<file path="config.mk">
export PLATFORM = sky130hd
export DESIGN_NAME = nq_integration1
export DESIGN_NICKNAME = d
export VERILOG_FILES = /design/src/rtl/nq_integration1.sv
export SDC_FILE = /design/constraint.sdc
export NUM_CORES = 1
export LEC_CHECK = 0
export BUFFER_PORTS_ARGS = -buffer_cell sky130_fd_sc_hd__buf_2
export CAP_MARGIN = 20
export CORE_MARGIN = 5
export CORE_UTILIZATION = 48
export CTS_CLUSTER_DIAMETER = 100
export CTS_CLUSTER_SIZE = 14
export DETAILED_ROUTE_END_ITERATION = 16
export PLACE_DENSITY = 0.73
export REMOVE_ABC_BUFFERS = 1
export SYNTH_ARGS = -nofsm -noshare
export SYNTH_HDL_FRONTEND = slang
export SYNTH_SLANG_ARGS = --single-unit
</file>
<file path="constraint.sdc">
create_clock -name clk -period 5.5 [get_ports clk]
set_input_delay 1.1 -clock clk [delete_from_list [all_inputs] [get_ports clk]]
set_output_delay 1.1 -clock clk [all_outputs]
set_load 0.005 [all_outputs]
</file>
<file path="src/rtl/nq_integration1.sv">
// NanoQuarter stage 1: fetch, decode, register file read with stage-2 forwarding,
// and the stage-1/stage-2 pipeline register. Also owns the PC and the writeback port.
module nq_integration1 #(
    parameter logic [31:0] RESET_PC = 32'h0,
    parameter logic [31:0] PC_STEP  = 32'h2
) (
    input  logic        clk,
    input  logic        rst,
    output logic [31:0] imem_addr,
    output logic        imem_req,
    input  logic        imem_valid,
    input  logic [15:0] imem_rdata,
    input  logic [15:0] s2_result,
    input  logic        s2_regwrite,
    input  logic [31:0] s2_pc_next,
    output logic [15:0] reg1data_out,
    output logic [15:0] reg2data_out,
    output logic [7:0]  jtarget_out,
    output logic [7:0]  idata_out,
    output logic [5:0]  memaddr_out,
    output logic [4:0]  boffset_out,
    output logic [2:0]  funct_out,
    output logic [1:0]  op_out,
    output logic [1:0]  shamt_out,
    output logic        bne_out,
    output logic        jr_out,
    output logic        jmp_out,
    output logic        memread_out,
    output logic        memwrite_out,
    output logic [31:0] PC_out
);

    typedef struct packed {
        logic [15:0] reg1;
        logic [15:0] reg2;
        logic [7:0]  imm;
        logic [5:0]  memaddr;
        logic [4:0]  boffset;
        logic [2:0]  funct;
        logic [1:0]  op;
        logic [1:0]  shamt;
        logic        bne;
        logic        jr;
        logic        jmp;
        logic        memread;
        logic        memwrite;
    } s1s2_t;

    localparam s1s2_t BUBBLE = '{op: 2'b11, default: '0};

    logic [31:0] pc_q, pc_d;
    logic [31:0] pc_out_q, pc_out_d;
    s1s2_t       pipe_q, pipe_d;
    logic        ex_valid_q, ex_valid_d;
    logic [2:0]  ex_rd_q, ex_rd_d;
    logic [15:0] rf_q [8];

    logic [15:0] instr;
    logic [2:0]  rs_idx, rt_idx;
    logic [15:0] rd1, rd2;
    logic        wr_en;
    logic        redirect;
    s1s2_t       dec;
    logic [2:0]  dec_rd;

    assign instr  = imem_rdata;
    assign rs_idx = instr[13:11];
    assign rt_idx = instr[10:8];

    // Fetch port is valid-only: imem_valid qualifies imem_rdata for imem_addr in the
    // same cycle, there is no backpressure, and a redirect discards the word.
    assign imem_addr = pc_q;
    assign imem_req  = rst;

    assign wr_en    = ex_valid_q && s2_regwrite && (ex_rd_q != 3'd0);
    assign redirect = ex_valid_q && (s2_pc_next != pc_out_q + PC_STEP);

    // Operand read with bypass of the result being written back this same cycle.
    always_comb begin
        rd1 = rf_q[rs_idx];
        rd2 = rf_q[rt_idx];
        if (rs_idx == 3'd0) begin
            rd1 = 16'h0;
        end else if (wr_en && (rs_idx == ex_rd_q)) begin
            rd1 = s2_result;
        end
        if (rt_idx == 3'd0) begin
            rd2 = 16'h0;
        end else if (wr_en && (rt_idx == ex_rd_q)) begin
            rd2 = s2_result;
        end
    end

    always_comb begin
        dec         = '0;
        dec_rd      = 3'd0;
        dec.op      = instr[15:14];
        dec.imm     = instr[7:0];
        dec.memaddr = instr[5:0];
        dec.boffset = instr[4:0];
        case (instr[15:14])
            2'b00: begin
                dec.reg1  = rd1;
                dec.reg2  = rd2;
                dec.shamt = instr[4:3];
                dec.funct = instr[2:0];
                dec_rd    = instr[7:5];
            end
            2'b01: begin
                dec.reg1  = rd1;
                dec.funct = instr[10:8];
                case (instr[10:8])
                    3'b000: dec_rd = instr[13:11];
                    3'b001: begin
                        dec.memread = 1'b1;
                        dec_rd      = instr[13:11];
                    end
                    3'b010: dec.jmp = 1'b1;
                    3'b011: begin
                        dec.jmp = 1'b1;
                        dec.jr  = 1'b1;
                    end
                    3'b100: dec.memwrite = 1'b1;
                    default: ;
                endcase
            end
            2'b10: begin
                dec.reg1 = rd1;
                dec.reg2 = rd2;
                dec.bne  = (rd1 != rd2);
            end
            default: ;
        endcase
    end

    // Redirect beats a valid fetch; a stall or a squash loads a bubble.
    always_comb begin
        pipe_d     = BUBBLE;
        ex_valid_d = 1'b0;
        ex_rd_d    = 3'd0;
        pc_d       = pc_q;
        pc_out_d   = pc_out_q;
        if (redirect) begin
            pc_d = s2_pc_next;
        end else if (imem_valid) begin
            pipe_d     = dec;
            ex_valid_d = 1'b1;
            ex_rd_d    = dec_rd;
            pc_out_d   = pc_q;
            pc_d       = pc_q + PC_STEP;
        end
    end

    always_ff @(posedge clk or negedge rst) begin
        if (!rst) begin
            pc_q       <= RESET_PC;
            pc_out_q   <= RESET_PC;
            pipe_q     <= BUBBLE;
            ex_valid_q <= 1'b0;
            ex_rd_q    <= 3'd0;
        end else begin
            pc_q       <= pc_d;
            pc_out_q   <= pc_out_d;
            pipe_q     <= pipe_d;
            ex_valid_q <= ex_valid_d;
            ex_rd_q    <= ex_rd_d;
        end
    end

    always_ff @(posedge clk or negedge rst) begin
        if (!rst) begin
            for (int i = 0; i < 8; i++) begin
                rf_q[i] <= 16'h0;
            end
        end else if (wr_en) begin
            rf_q[ex_rd_q] <= s2_result;
        end
    end

    assign reg1data_out = pipe_q.reg1;
    assign reg2data_out = pipe_q.reg2;
    assign jtarget_out  = pipe_q.imm;
    assign idata_out    = pipe_q.imm;
    assign memaddr_out  = pipe_q.memaddr;
    assign boffset_out  = pipe_q.boffset;
    assign funct_out    = pipe_q.funct;
    assign op_out       = pipe_q.op;
    assign shamt_out    = pipe_q.shamt;
    assign bne_out      = pipe_q.bne;
    assign jr_out       = pipe_q.jr;
    assign jmp_out      = pipe_q.jmp;
    assign memread_out  = pipe_q.memread;
    assign memwrite_out = pipe_q.memwrite;
    assign PC_out       = pc_out_q;

endmodule

</file>
==> results.json <==
{
  "antenna_found_initial": 4,
  "via_count": 9713,
  "io_pins": 204,
  "cts_tree": "done",
  "wire_per_inst_um": 22.0,
  "r2r_start": "PC_out[20]",
  "route.detailed.vias_per_inst": 5.97,
  "worst_r2r_endpoint": "PC_out[27]",
  "initial_core_util": 0.487,
  "path_clk_slew_ns": 0.07,
  "finalNetCount": 1308,
  "skew_ns": 0.0193,
  "syn_area_um2": 13600,
  "place.gp.congestion": 0.901,
  "rrSetupSlack_ns": 1.32,
  "worst_ep_arrival_time_ns": 4.58,
  "nFillCells": 2351,
  "core_um2": 27900,
  "relSlewSlack": 0.247,
  "slew_viol_final": 0,
  "drtIter0Drc": 768,
  "grt_max_degree": 148,
  "post_cts_resized": 0,
  "cts_buffers": 22,
  "post_cts.repair.setup_buffers": 0,
  "rows": 61,
  "crit_path_end": "PC_out[27]",
  "synth_area_leaders": "dfrtp_1 (45%), mux2_2 (12%), mux4_2 (11%)",
  "placed_cells": 1592,
  "grt_pass1_wl_mm": 56.1,
  "synth_mux_area_frac": 0.286,
  "grt_pass1_vias": 9879,
  "worstSetupStartpointType": "flop",
  "critPathKind": "reg2reg",
  "place_area_um2": 14800,
  "fin_crit_sh": 0.761,
  "yosysMostFrequentCell": "dfrtp_1",
  "fin_cells": 1626,
  "clock-root-buffer": "clkbuf_16",
  "regArea_um2": 6210,
  "multi_input_area_um2": 6880,
  "synth_compound_gate_area_share": 0.0448,
  "final_util": 0.554,
  "avgSynthCellArea_um2": 12.4,
  "timing.fmax_ghz": 0.239,
  "io_buffers": 203,
  "period_minus_slack_ns": 4.18,
  "ant_nets": 0,
  "dp_hpwl_mm": 24.7,
  "postSynthCellCount": 1094,
  "drcViolationCount": 0,
  "synthXorXnorAreaFrac": 0.0585,
  "cp-end-kind": "flop",
  "cap_viol_max_count": 0,
  "critPathLaunch": "PC_out[20]",
  "grt_use_total": 0.224,
  "path_max_fanout": 66,
  "tightest_slew_ns": 1.13,
  "yosys.area_share.adder": 0.00184,
  "area_growth_pct": 13.7,
  "yosys.area_share.simple": 0.111,
  "rsz0062_at_grt": "false",
  "hold_viol": 0,
  "ys_ff_latch": 248,
  "setup_violations": 0,
  "dieArea_um2": 31800,
  "dr.pass1.iters": 7,
  "powerDensity_nw_per_um2": 308,
  "die_w_um": 178,
  "synth_edf_count": 0,
  "h-tree-depth": 1,
  "outcome": "complete, no violations",
  "hold_class": "reg2reg",
  "postLayoutCellArea_um2": 15500,
  "required_ns": 5.90,
  "synthTopCellsByCount": "dfrtp_1 (246), mux2_2 (151), xnor2_1 (67)",
  "synth_top_family_by_area": "multiplexers",
  "synthArstFlopShare": 1.00,
  "peakVddDrop_mv": 0.230,
  "yosysWarnings": 0,
  "rr_worst_depth": 9,
  "synth.distinct_cells": 72,
  "yosysTopAreaCellShare": 0.452,
  "synthFlopType": "dfrtp_1",
  "yosysTopAreaCell": "dfrtp_1",
  "cts_sinks": 248,
  "max-clock-path-buffers": 3,
  "clock_insertion_delay_worst_skew_ns": 0.52,
  "ys_seq_area_frac": 0.456,
  "drive_gt1_frac": 0.412,
  "routed_wl_mm": 35.7,
  "hold_buffers": 0,
  "overflow": 0,
  "p_leak_nw": 7.13,
  "die_height_um": 178
}
-- state kept, by name, summed over array words and instances (netlist names), 2 cells and up --
name and flops:
PC_out 32, boffset_out 4, ex_rd_q 3, funct_out 3
idata_out 3, imem_addr 32, op_out 2, reg1data_out 16
reg2data_out 16, rf_q 128, shamt_out 2
-- area by class of cell --
class | instances | area share
Multi-Input combinational cell | 728 | 0.444
Tap cell | 378 | 0.0306
Clock inverter | 2 | 0.00162
Sequential cell | 248 | 0.401
Inverter | 14 | 0.00339
Antenna cell | 2 | 0.000323
Clock buffer | 30 | 0.0389
Timing Repair Buffer | 224 | 0.0797
-- per-layer routing --
metal  vias to the layer above  wire length, um  GRT usage
li1                       4301                -          -
met1                      4968            15400      0.320
met2                       368            16800      0.358
met3                        72             2470     0.0345
met4                         4              961     0.0649
met5                         -               25          0
-- where the power goes --
group | internal (W) | total [W] | leakage, nW | switching (W)
combinational | 0.000552 | 0.00107 | 3.56 | 0.000517
clock | 0.000763 | 0.00142 | 0.303 | 0.000657
sequential | 0.00201 | 0.00228 | 3.27 | 0.000270
total | 0.00332 | 0.00477 | 7.13 | 0.00144
-- stage by stage --
stage | setup WS, ns | setup TNS [ns] | hold WS (ns) | power, W
3_3_place_gp | 1.31 | 0 | 0.377 | 0.00334
5_1_grt | 1.08 | 0 | 0.410 | 0.00500
6_report | 1.32 | 0 | 0.393 | 0.00477
4_1_cts | 1.35 | 0 | 0.402 | 0.00480
3_5_place_dp | 1.22 | 0 | 0.384 | 0.00337
2_1_floorplan | -1.10 | -76.48 | 0.365 | 0.00289
-- worst min path at each step --
stage               startpoint   endpoint  slack (ns)  depth (start not counted)
finish               rf_q[126]  rf_q[126]        0.39                          0
global placement     rf_q[122]  rf_q[122]        0.38                          0
global route         rf_q[117]  rf_q[117]        0.41                          0
detailed placement   rf_q[120]  rf_q[120]        0.38                          0
floorplan            rf_q[112]  rf_q[112]        0.37                          0
CTS                  rf_q[117]  rf_q[117]        0.40                          0
-- logic make-up (layout without fill, tap and decap cells) --
family                     after synthesis  count (layout)
and+or+nand+nor                        276             276
muxes                                  279             279
buffers and inverters                  118             270
other                                    0               2
xor gates and xnor gates                91              91
AOI/OAI and AO/OA                       80              80
adders and majority gates                2               2
DFF                                    248             248
-- cells in the final DEF, fill, tap and decap left out, drive strengths merged, types with 3 or more instances in the layout --
cell type and n:
mux2 178, o31ai 4, and3 15, nand2 49, xnor2 67, or2 4
and4 4, a21oi 6, buf 224, o21ai 7, nor3 38, a31oi 7
mux2i 37, clkbuf 30, nor2b 4, and2 3, nor2 50, xor2 24
a211oi 19, o211ai 17, or3 6, nand3 31, mux4 64, nand4 19
nor3b 20, or4 6, inv 14, nor4 15, dfrtp 246, nand3b 4
-- worst max-delay path: stages, from the launching register on --
cell,delay [ns]
dfrtp_1,0.49
nand3_1,0.31
or4_1,0.65
a2111oi_0,0.41
o21ai_0,0.14
nor3_1,0.40
nor4_1,0.16
a31oi_4,0.74
buf_12,0.38
mux2_2,0.38
Power figures use the tool's default switching activity.
